**config.mk**
```make
export PLATFORM = sky130hd
export DESIGN_NAME = polygon_area
export DESIGN_NICKNAME = d
export VERILOG_FILES = /design/src/rtl/polygon_area.sv
export SDC_FILE = /design/constraint.sdc
export NUM_CORES = 1
export LEC_CHECK = 0
export CAP_MARGIN = 20
export CORE_UTILIZATION = 65
export CTS_BUF_LIST = sky130_fd_sc_hd__clkbuf_8
export CTS_CLUSTER_DIAMETER = 40
export DETAILED_ROUTE_END_ITERATION = 8
export GPL_TIMING_DRIVEN = 0
export PLACE_DENSITY_LB_ADDON = 0.15
export SETUP_SLACK_MARGIN = 0.05
export SLEW_MARGIN = 20
export SYNTH_ARGS = -nofsm -noshare
export SYNTH_HDL_FRONTEND = slang
export SYNTH_SLANG_ARGS = --single-unit
```
**constraint.sdc**
```tcl
create_clock -name clk -period 19.2 [get_ports clk]
set_input_delay 5.76 -clock clk [delete_from_list [all_inputs] [get_ports clk]]
set_output_delay 5.76 -clock clk [all_outputs]
set_load 0.02 [all_outputs]
```
**src/rtl/polygon_area.sv**
```systemverilog
// Shoelace area of one convex polygon from an angle-sorted vertex stream.
// One shared 10x10 multiplier, two cycles per edge, one-cycle result strobe.
module polygon_area #(
  parameter int MAX_PTS = 6,
  parameter int ACC_W   = 24
) (
  input  logic        clk,
  input  logic        reset,
  input  logic        in_valid,
  input  logic [9:0]  Xin,
  input  logic [9:0]  Yin,
  input  logic [2:0]  point_num,
  output logic        busy,
  output logic        area_valid,
  output logic [19:0] area
);

  localparam logic [2:0] S_IDLE   = 3'd0;
  localparam logic [2:0] S_LOAD   = 3'd1;
  localparam logic [2:0] S_CALC_A = 3'd2;
  localparam logic [2:0] S_CALC_B = 3'd3;
  localparam logic [2:0] S_DONE   = 3'd4;

  localparam logic [2:0] MAXN = 3'(MAX_PTS);

  logic [2:0] state;
  logic [2:0] n;
  logic [2:0] k;
  logic [2:0] i;
  logic [2:0] j;
  logic [2:0] n_in;
  logic [2:0] wr_idx;
  logic       wr_en;

  logic [9:0] xs [MAX_PTS];
  logic [9:0] ys [MAX_PTS];

  logic [9:0]  op_a;
  logic [9:0]  op_b;
  logic [19:0] prod;
  logic [19:0] p;

  logic signed [ACC_W-1:0] acc;
  logic signed [ACC_W-1:0] acc_nx;
  logic signed [ACC_W-1:0] acc_abs;

  assign n_in = (point_num > MAXN) ? MAXN : point_num;
  assign j    = (i == n - 3'd1) ? 3'd0 : i + 3'd1;

  assign busy       = (state != S_IDLE);
  assign area_valid = (state == S_DONE);

  // Vertex write port: slot 0 from IDLE, slot k while loading
  always_comb begin
    wr_en  = 1'b0;
    wr_idx = k;
    if (in_valid && state == S_IDLE) begin
      wr_en  = 1'b1;
      wr_idx = 3'd0;
    end else if (in_valid && state == S_LOAD) begin
      wr_en  = 1'b1;
    end
  end

  // Shared multiplier: x_i*y_j in CALC_A, x_j*y_i in CALC_B
  always_comb begin
    op_a = xs[i];
    op_b = ys[j];
    if (state == S_CALC_B) begin
      op_a = xs[j];
      op_b = ys[i];
    end
    prod = {10'd0, op_a} * {10'd0, op_b};
  end

  // Accumulate one edge term and fold to magnitude for the result
  always_comb begin
    acc_nx = acc
           + $signed({{(ACC_W-20){1'b0}}, p})
           - $signed({{(ACC_W-20){1'b0}}, prod});
    acc_abs = acc_nx[ACC_W-1] ? -acc_nx : acc_nx;
  end

  // Vertex storage, no reset needed: always rewritten before use
  always_ff @(posedge clk) begin
    if (reset && wr_en) begin
      xs[wr_idx] <= Xin;
      ys[wr_idx] <= Yin;
    end
  end

  // Frame sequencer: capture, per-edge products, result
  always_ff @(posedge clk) begin
    if (!reset) begin
      state <= S_IDLE;
      n     <= 3'd0;
      k     <= 3'd0;
      i     <= 3'd0;
      p     <= 20'd0;
      acc   <= '0;
      area  <= 20'd0;
    end else begin
      case (state)
        S_IDLE: begin
          if (in_valid) begin
            n   <= n_in;
            k   <= 3'd1;
            i   <= 3'd0;
            acc <= '0;
            if (n_in <= 3'd1) begin
              state <= S_DONE;
              area  <= 20'd0;
            end else begin
              state <= S_LOAD;
            end
          end
        end
        S_LOAD: begin
          if (in_valid) begin
            k <= k + 3'd1;
            if (k == n - 3'd1) begin
              i   <= 3'd0;
              acc <= '0;
              if (n < 3'd3) begin
                state <= S_DONE;
                area  <= 20'd0;
              end else begin
                state <= S_CALC_A;
              end
            end
          end
        end
        S_CALC_A: begin
          p     <= prod;
          state <= S_CALC_B;
        end
        S_CALC_B: begin
          acc <= acc_nx;
          if (i == n - 3'd1) begin
            state <= S_DONE;
            area  <= 20'($unsigned(acc_abs) >> 1);
          end else begin
            i     <= i + 3'd1;
            state <= S_CALC_A;
          end
        end
        S_DONE: begin
          state <= S_IDLE;
        end
        default: begin
          state <= S_IDLE;
        end
      endcase
    end
  end

endmodule
```
==> impl_metrics.json <==
{
  "fin_skew_ns": 0.0250,
  "final_cell_count_no_fill": 1810,
  "synth_area_per_cell_um2": 9.85,
  "cts_made_buffers": 17,
  "drive_gt1_share_pct": 6.71,
  "route.detailed.drc": 0,
  "ios": 48,
  "synth-seq-area-share_pct": 36.2,
  "hold_end": "area[17]",
  "use_met1_pct": 38.7,
  "reg2reg_depth": 42,
  "row_count": 53,
  "routedWlPerCell_um": 19.5,
  "critPathSlowestCell": "a21oi_1",
  "syn-num-nets": 1646,
  "track_usage_pct": 32.1,
  "rsz0062_at_grt": "no",
  "grt_pass1_vias": 10900,
  "cpPeakStageDelay_ns": 0.77,
  "cts.reportedPaths.clkPinSlew_ns": 0.13,
  "cts_sinks": 199,
  "finalInstanceArea_um2": 15700,
  "drt_first_pass_iters": 5,
  "met2_usage_pct": 56.8,
  "clock_latency_ns": 0.49,
  "netlist.top_cell.by_area": "edfxtp_1",
  "critPathCaptureType": "register",
  "fin_nets": 1713,
  "max_freq_mhz": 85.6,
  "chipWidth_um": 151,
  "critPathMaxFanout": 10,
  "root_buffer": "clkbuf_8",
  "crit_start": "n[0]",
  "synth_cell_types": 75,
  "num_antenna_cells": 0,
  "setup_viol": 0,
  "synth_flop_cell": "edfxtp_1",
  "met3_usage_pct": 4.21,
  "die_h_um": 151,
  "synth-seq-cells": 199,
  "ff2ff_setup_slack_ns": 7.52,
  "synth_edf_count": 120,
  "core_area_um2": 21400,
  "critPathArrivalTime_ns": 12.10,
  "place_congestion": 0.957,
  "dpl.cell_count": 1778,
  "place.port_buffers": 47,
  "antenna_found_initial": 0,
  "maxCapViolations": 0,
  "yosys_warnings": 0,
  "cp.required_ns": 19.62,
  "leakage_nw": 6.20,
  "ir_drop_mv": 0.0855,
  "hp-start": "area[17]",
  "synth_area_um2": 14300,
  "cts_tree": "done",
  "hold_class": "reg2reg",
  "ant_nets": 0,
  "hold_depth": 2,
  "synth_top_area_share_pct": 25.1,
  "power_density_nw_per_um2": 104,
  "hpwl_mm": 26.1,
  "overflow": 0,
  "fin_tns_setup_ns": 0,
  "slew_violations": 0,
  "ys_top_cells_by_count": "inv_1 (146), nor2_1 (136), nand2_1 (130), edfxtp_1 (120), ha_1 (83)",
  "die_area_um2": 22700,
  "rr_startpoint": "n[0]",
  "status": "finished, final reports clean",
  "synthArstFlopShare_pct": 0,
  "syn_to_final_growth_pct": 9.32,
  "path_class": "reg2reg",
  "busiest_layer": "met2",
  "cts_hold_buf": 0,
  "max-slew-margin-rel_pct": 32.3,
  "grt_pass1_wl_mm": 54.6,
  "cts_resized": 0,
  "place_ws_ns": 7.71,
  "clockBufferDepth": 2,
  "drt_iter0_markers": 802,
  "postCtsSetupBuffers": 0,
  "synth_cells": 1455,
  "synthMostInstantiatedCell": "inv_1",
  "finalPower_w": 0.00164,
  "setup_ws_ns": 7.52,
  "layout_min_cycle_time_ns": 11.68,
  "wirelength_mm": 35.3,
  "place_area_um2": 15200,
  "tightest_slew_ns": 1.02,
  "fin_crit_sh_pct": 60.8,
  "cts_max_level": 4,
  "via_per_inst": 6.21,
  "r2r-end": "area[19]",
  "grt_start_max_net_pins": 22,
  "hold_viol": 0,
  "worstSetupStartpointType": "register",
  "dr_total_vias": 11200,
  "ys_top_cells_by_area": "edfxtp_1 (25%), fa_1 (11%), dfxtp_1 (11%)",
  "initial_core_util_pct": 67.1
}
[final cells by class]
class	count	area [µm²]
inverters	147	552
clock inverters	15	186
repair buffers	48	498
fillers	1541	5680
clock buffers	17	234
well taps	275	344
flip-flops and latches	199	5180
multi-input cells	1045	8420
plain buffers	64	253
[critical path: cells and delay by family (launching register included)]
family | cells | cell delay, ns
AO/OA/AOI/OAI | 14 | 3.60
XOR/XNOR | 3 | 0.84
adder cells (fa/ha/maj) | 9 | 4.11
buffers and inverters | 9 | 1.32
flip-flops | 1 | 0.46
AND/OR/NAND/NOR | 7 | 1.28
[layout by cell type, fill, tap and decap left out, types with 33 or more instances in the layout]
cell,count
ha_1,83
clkdlybuf4s50_1,47
o21ai_0,70
edfxtp_1,120
fa_1,82
inv_1,147
dfxtp_1,79
nand2_1,130
xnor2_1,39
nor2_1,130
a21oi_1,66
clkbuf_1,54
nor2b_1,33
mux2i_1,57
[power by group]
group          leakage, nW  total, W  internal [W]  switching [W]
logic                 4.26  0.000889      0.000336       0.000553
clock network        0.212  0.000286      0.000112       0.000174
registers             1.72  0.000461      0.000457     0.00000340
total                 6.20   0.00164      0.000905       0.000731
[metal layers]
layer | wire length, µm | part of all wire (%)
met5 | 0 | 0
met4 | 1380 | 3.9
met3 | 2400 | 6.8
met2 | 18100 | 51
met1 | 13500 | 38
[kinds of logic (layout without fill, tap and decap cells)]
kind of cell	after synthesis	after routing	synth area share (%)
adders and majority gates	165	165	18.7
and+or+nand+nor	433	433	14.3
muxes	84	84	7.67
buffers and inverters	211	291	5.60
DFF	199	199	36.2
AOI/OAI and AO/OA	305	305	13.9
xor gates and xnor gates	58	58	3.65
[stage by stage]
step / util [%] / hold WS, ns
after floorplan: - / 0.443
after global placement: 71.0 / 0.436
after detailed placement: 71.4 / 0.445
after CTS: 73.4 / 0.463
after global routing: 73.4 / 0.483
final: 73.4 / 0.458
[state kept, by name, summed over array words and instances, names as in the netlist, named ones only]
register	count
ys	60
i	3
xs	60
area	20
n	3
p	20
state	3
acc	24
k	3
[how the worst max path moves through the flow]
stage | end | slack [ns] | depth (start not counted)
3_5_place_dp | area[19] | 7.71 | 41
6_report | area[19] | 7.52 | 42
2_1_floorplan | area[18] | 9.40 | 42
5_1_grt | area[19] | 6.81 | 42
3_3_place_gp | area[19] | 7.87 | 42
4_1_cts | area[19] | 7.64 | 42
(Power assumes the default switching activity.)
